<file path="src/rtl/rr_arb8.sv">
// ============================================================================
// rr_arb8 : 8-way round-robin arbiter with hold timeout and one-cycle gap
// Rev 1.0 : initial release
// ============================================================================
`default_nettype none

module rr_arb8 #(
  parameter int MAX_HOLD = 16
) (
  input  logic       clk,
  input  logic       rst_n,
  input  logic       enb,
  input  logic [7:0] req,
  output logic [7:0] gnt,
  output logic [2:0] gnt_idx,
  output logic       gnt_vld,
  output logic       tmo
);

  localparam logic [7:0] c_max_hold = 8'(MAX_HOLD);

  typedef enum logic [1:0] {
    S_IDLE  = 2'd0,
    S_GRANT = 2'd1,
    S_GAP   = 2'd2
  } state_t;

  state_t     r_state;
  logic [2:0] r_ptr;
  logic [7:0] r_hcnt;

  logic [2:0] w_win_idx;
  logic [2:0] w_cand;

  // Scan from farthest to nearest so the requester right after ptr wins last.
  always_comb begin
    w_win_idx = 3'd0;
    w_cand    = 3'd0;
    for (int i = 8; i >= 1; i--) begin
      w_cand = r_ptr + 3'(i);
      if (req[w_cand]) begin
        w_win_idx = w_cand;
      end
    end
  end

  always_ff @(posedge clk or negedge rst_n) begin
    if (!rst_n) begin
      r_state <= S_IDLE;
      r_ptr   <= 3'd7;
      r_hcnt  <= 8'd0;
      gnt     <= 8'h00;
      gnt_idx <= 3'd0;
      gnt_vld <= 1'b0;
      tmo     <= 1'b0;
    end else begin
      tmo <= 1'b0;
      case (r_state)
        S_IDLE: begin
          if (enb && (req != 8'h00)) begin
            r_state <= S_GRANT;
            r_ptr   <= w_win_idx;
            r_hcnt  <= 8'd1;
            gnt     <= 8'b1 << w_win_idx;
            gnt_idx <= w_win_idx;
            gnt_vld <= 1'b1;
          end
        end
        S_GRANT: begin
          // Exit priority: release, then timeout, then enable drop.
          if (!req[gnt_idx]) begin
            r_state <= S_GAP;
            gnt     <= 8'h00;
            gnt_idx <= 3'd0;
            gnt_vld <= 1'b0;
          end else if (r_hcnt == c_max_hold) begin
            r_state <= S_GAP;
            tmo     <= 1'b1;
            gnt     <= 8'h00;
            gnt_idx <= 3'd0;
            gnt_vld <= 1'b0;
          end else if (!enb) begin
            r_state <= S_IDLE;
            gnt     <= 8'h00;
            gnt_idx <= 3'd0;
            gnt_vld <= 1'b0;
          end else begin
            r_hcnt <= r_hcnt + 8'd1;
          end
        end
        S_GAP: begin
          r_state <= S_IDLE;
        end
        default: begin
          r_state <= S_IDLE;
          gnt     <= 8'h00;
          gnt_idx <= 3'd0;
          gnt_vld <= 1'b0;
        end
      endcase
    end
  end

endmodule

`default_nettype wire

</file>
<file path="config.mk">
export PLATFORM = sky130hd
export DESIGN_NAME = rr_arb8
export DESIGN_NICKNAME = d
export VERILOG_FILES = /design/src/rtl/rr_arb8.sv
export SDC_FILE = /design/constraint.sdc
export NUM_CORES = 1
export LEC_CHECK = 0
export BUFFER_PORTS_ARGS = -buffer_cell sky130_fd_sc_hd__buf_2
export CAP_MARGIN = 15
export CORE_MARGIN = 8
export CORE_UTILIZATION = 58
export CTS_CLUSTER_DIAMETER = 60
export DETAILED_ROUTE_END_ITERATION = 12
export GPL_ROUTABILITY_DRIVEN = 1
export GPL_TIMING_DRIVEN = 0
export PLACE_DENSITY = 0.89
export SLEW_MARGIN = 5
export SYNTH_ARGS = -nofsm -noshare
export SYNTH_HDL_FRONTEND = slang
export SYNTH_SLANG_ARGS = --single-unit
</file>
<file path="constraint.sdc">
create_clock -name clk -period 7.2 [get_ports clk]
set_input_delay 0.72 -clock clk [delete_from_list [all_inputs] [get_ports clk]]
set_output_delay 0.72 -clock clk [all_outputs]
set_load 0.03 [all_outputs]
</file>
==> parameters.txt <==
Parameter                              Value

Floorplan
  Row count    22
  Y dimension of the die    77.7 µm
  Area of the placeable core    0.00366 mm²
  Die area    ~0.006 mm²
  Number of top-level design ports    24
  Horizontal die dimension    roughly 78 µm
  Initial Utilization    0.602

Clocking
  Buffers inserted by post-CTS timing repair    0
  Cts bufs inserted    3
  Clock slew at the register clock pins of the worst setup and hold paths    0.09 ns
  H-Tree Level Count    1
  CTS Root Buffer Type    clkbuf_8
  Clock tree from TritonCTS    built
  Quantity of gates resized following cts    0
  CTS sink count    26
  Hold-fix buffers, CTS    0
  Clock Latency Late Sink    0.27 ns
  Maximum number of buffers from clock root to sink    2

Timing
  Final total negative setup slack    0 ns
  Count of final max-slew check failures    0
  Rel. slew slack    0.481
  Post-route fraction of the period consumed by the critical path    0.516
  Minimum clock period    approximately 3.7 ns
  Worst-case clock skew    approximately 0.0061 ns
  Worst-Margin Slew    0.772 ns
  Unrepaired setup endpoints after global routing    no
  Final Hold Slack    around 0.42 ns
  Final setup fails    0
  Final hold violation count    0
  Highest clock rate    approximately 0.27 GHz

Drt
  Post-route antenna net violation count    0
  Met3 wire length    296 µm
  First-pass DRT Iterations    4
  Via-per-instance ratio    roughly 6.4
  M1 wire length    around 2400 µm
  Met2 WL post-DR    ~2500 µm
  Post-Route WL    5280 µm
  Vias after detailed routing    slightly below 2000
  Iteration-0 DRC count of the detailed router    157
  DRC viols    0
  Highest layer used for signal routing    met4
  Per-cell routed wire length    between 15 and 20 µm

GRT
  Initial antenna violation count    0
  Via count of the first global-routing pass    roughly 1800
  Largest net degree at the start of global routing    27
  Global-route usage over all layers    0.170
  Wire length of the first global-routing pass    around 8700 µm
  Global-route congestion overflow total    0

Setup path
  CP Class    flop to flop
  Logic depth of the worst path, buffers included    11
  Critical Path Max Stage Delay    approximately 0.69 ns
  Kind of cell adding the most delay to the critical path    compound AO/OA/AOI/OAI gates
  Worst setup EP type    flop
  Arr. time, crit path    between 3 and 4 ns
  Critical Path Source Type    flop
  Master of the slowest instance on the critical path    o31ai_1
  Critical-path maximum fanout    10
  Depth of the worst register-to-register path    11
  Worst EP required    between 7 and 8 ns
  Chain of cells forming the critical path    buf_6, buf_4, inv_1, ha_1, buf_6, mux4_2, and2_1, o31ai_1, a31oi_1, o31ai_1, o41ai_1
  CP bufs+invs    4

Logic synthesis
  Area share of the largest cell type after synthesis    0.261
  Cell count after synthesis    between 200 and 250
  Synth cell types    52
  Proportion of synthesized flip-flops having asynchronous set or reset    1.00
  Biggest area contributors in the synthesized netlist    dfrtp_1 (26%), mux4_2 (13%), mux2i_1 (6.8%)
  Number of warnings issued by yosys    0
  Area leader, netlist    dfrtp_1
  Post-synthesis net count    243
  Number of synthesized register bits    26
  Total standard cell area after synthesis    around 0.0022 mm²
  Top FF cell, synth    dfrtp_1
  Number of enable-type register cells in the synthesized netlist    0
  Sequential element share of the synthesized area    0.297
  Syn avg cell area    between 9 and 10 µm²

Power and ir drop
  Total chip power    between 1 and 1.5 mW
  Net switching component of the power    0.634 mW
  Power Internal    approximately 0.62 mW
  Clock network fraction of total power    0.075
  Peak supply drop    roughly 0.28 mV
  Comb power frac    0.745
  Switching part of the total    0.506
  Total leakage power    roughly 1.0 nW
  P per Cell Area    515 mW/mm²
  Sequential power share    0.181

Finish
  Final #Nets    approximately 270
  Combined area of the multi-input logic cells    ~0.0015 mm²
  Antenna diode count    0
  Number of standard cells in the layout, taps in and fillers out    303
  Footprint of the flip-flops and latches    between 600 and 700 µm²
  Most common cell after layout, fill and taps aside    nand2_1
  Most frequent cells in the layout    nand2_1 (30), buf_2 (25), dfrtp_1 (23)
  Area overhead of the layout relative to synthesis    10.4%
  Share of post-route cells with drive strength above 1    0.235
  Final-layout fill cell count    just over 300
  Final core utilization    0.665

Placement
  Cells after DPL    299
  Count of buffers inserted at the top-level ports    23
  Global placer's final weighted congestion    between 0.8 and 0.9
  Detailed-placement wirelength estimate    3950 µm

Worst hold path
  Class of the tightest hold or removal check    input port to asynchronous set/reset pin

Run
  Max-cap violations    0

Status
  Status    completed
cells by family (layout without fill, tap and decap cells):
kind of cell,Yosys count,count (layout),synth area share
simple gates,74,74,0.166
compound gates,60,60,0.199
mux,36,36,0.242
flops,26,26,0.297
buf+inv,21,48,0.0454
xor+xnor,7,7,0.0278
fa+ha+maj,4,4,0.0227
worst reg2reg max path, stage by stage (launching register included):
cell	delay [ns]
dfstp_2	0.55
buf_6	0.14
buf_4	0.21
inv_1	0.12
ha_1	0.32
buf_6	0.14
mux4_2	0.60
and2_1	0.22
o31ai_1	0.22
a31oi_1	0.16
o31ai_1	0.69
o41ai_1	0.21
synth_stat cells (3+ instances only):
library cell and n:
xnor2_1 6, o41ai_1 4, nor3_1 3, a21oi_1 9
o21ai_0 12, mux4_2 13, nor2_1 13, nand4_1 4
clkbuf_1 8, inv_1 7, o31ai_1 7, nand3_1 3
nor3b_1 4, dfstp_2 3, o31a_1 3, dfrtp_1 23
mux2i_1 15, nand2_1 30, and2_1 4, ha_1 4
mux2_2 8
power by group through the flow:
stage	Sequential [mW]	Combinational (mW)	Clock, mW
after global routing	0.230	1.01	0.101
after CTS	0.226	0.926	0.0954
after floorplan	0.254	0.699	0
after detailed placement	0.229	0.916	0
final	0.227	0.933	0.0936
after global placement	0.226	0.896	0
state kept, by name (all words and copies together) (netlist names):
name     count
gnt          8
r_state      2
tmo          1
r_ptr        3
r_hcnt       8
gnt_vld      1
gnt_idx      3
stage by stage:
step                      setup slack [ns]  instance area, µm²
after floorplan                       3.96                2200
after global placement                3.49                2380
after detailed placement              3.48                2380
after CTS                             3.45                2430
after global routing                  3.20                2430
final                                 3.49                2430
layer usage:
layer,GRT usage,up-vias
li1,-,933
met1,0.223,942
met2,0.275,60
met3,0.0311,7
met4,0.0547,0
met5,0,-
layout make-up:
cell class              instances  area share
multi-input cells             181       0.596
flip-flops and latches         26       0.269
repair buffers                 23      0.0473
plain buffers                  13      0.0288
well taps                      48      0.0247
clock buffers                   4      0.0226
inverters                       8      0.0123
worst paths after layout:
kind	start	end	slack [ns]
max in group asynchronous	rst_n	r_ptr[2]$_DFFE_PN1P_	6.40
worst min register to register	gnt_vld$_DFFE_PN0P_	gnt_vld$_DFFE_PN0P_	0.49
worst max-delay path	r_ptr[0]$_DFFE_PN1P_	gnt[6]$_DFFE_PN0P_	3.49
worst min-delay path	rst_n	r_state[1]$_DFFE_PN0P_	0.42
min in group clk	gnt_vld$_DFFE_PN0P_	gnt_vld$_DFFE_PN0P_	0.49
worst max register to register	r_ptr[0]$_DFFE_PN1P_	gnt[6]$_DFFE_PN0P_	3.49
(Power assumes the default switching activity.)
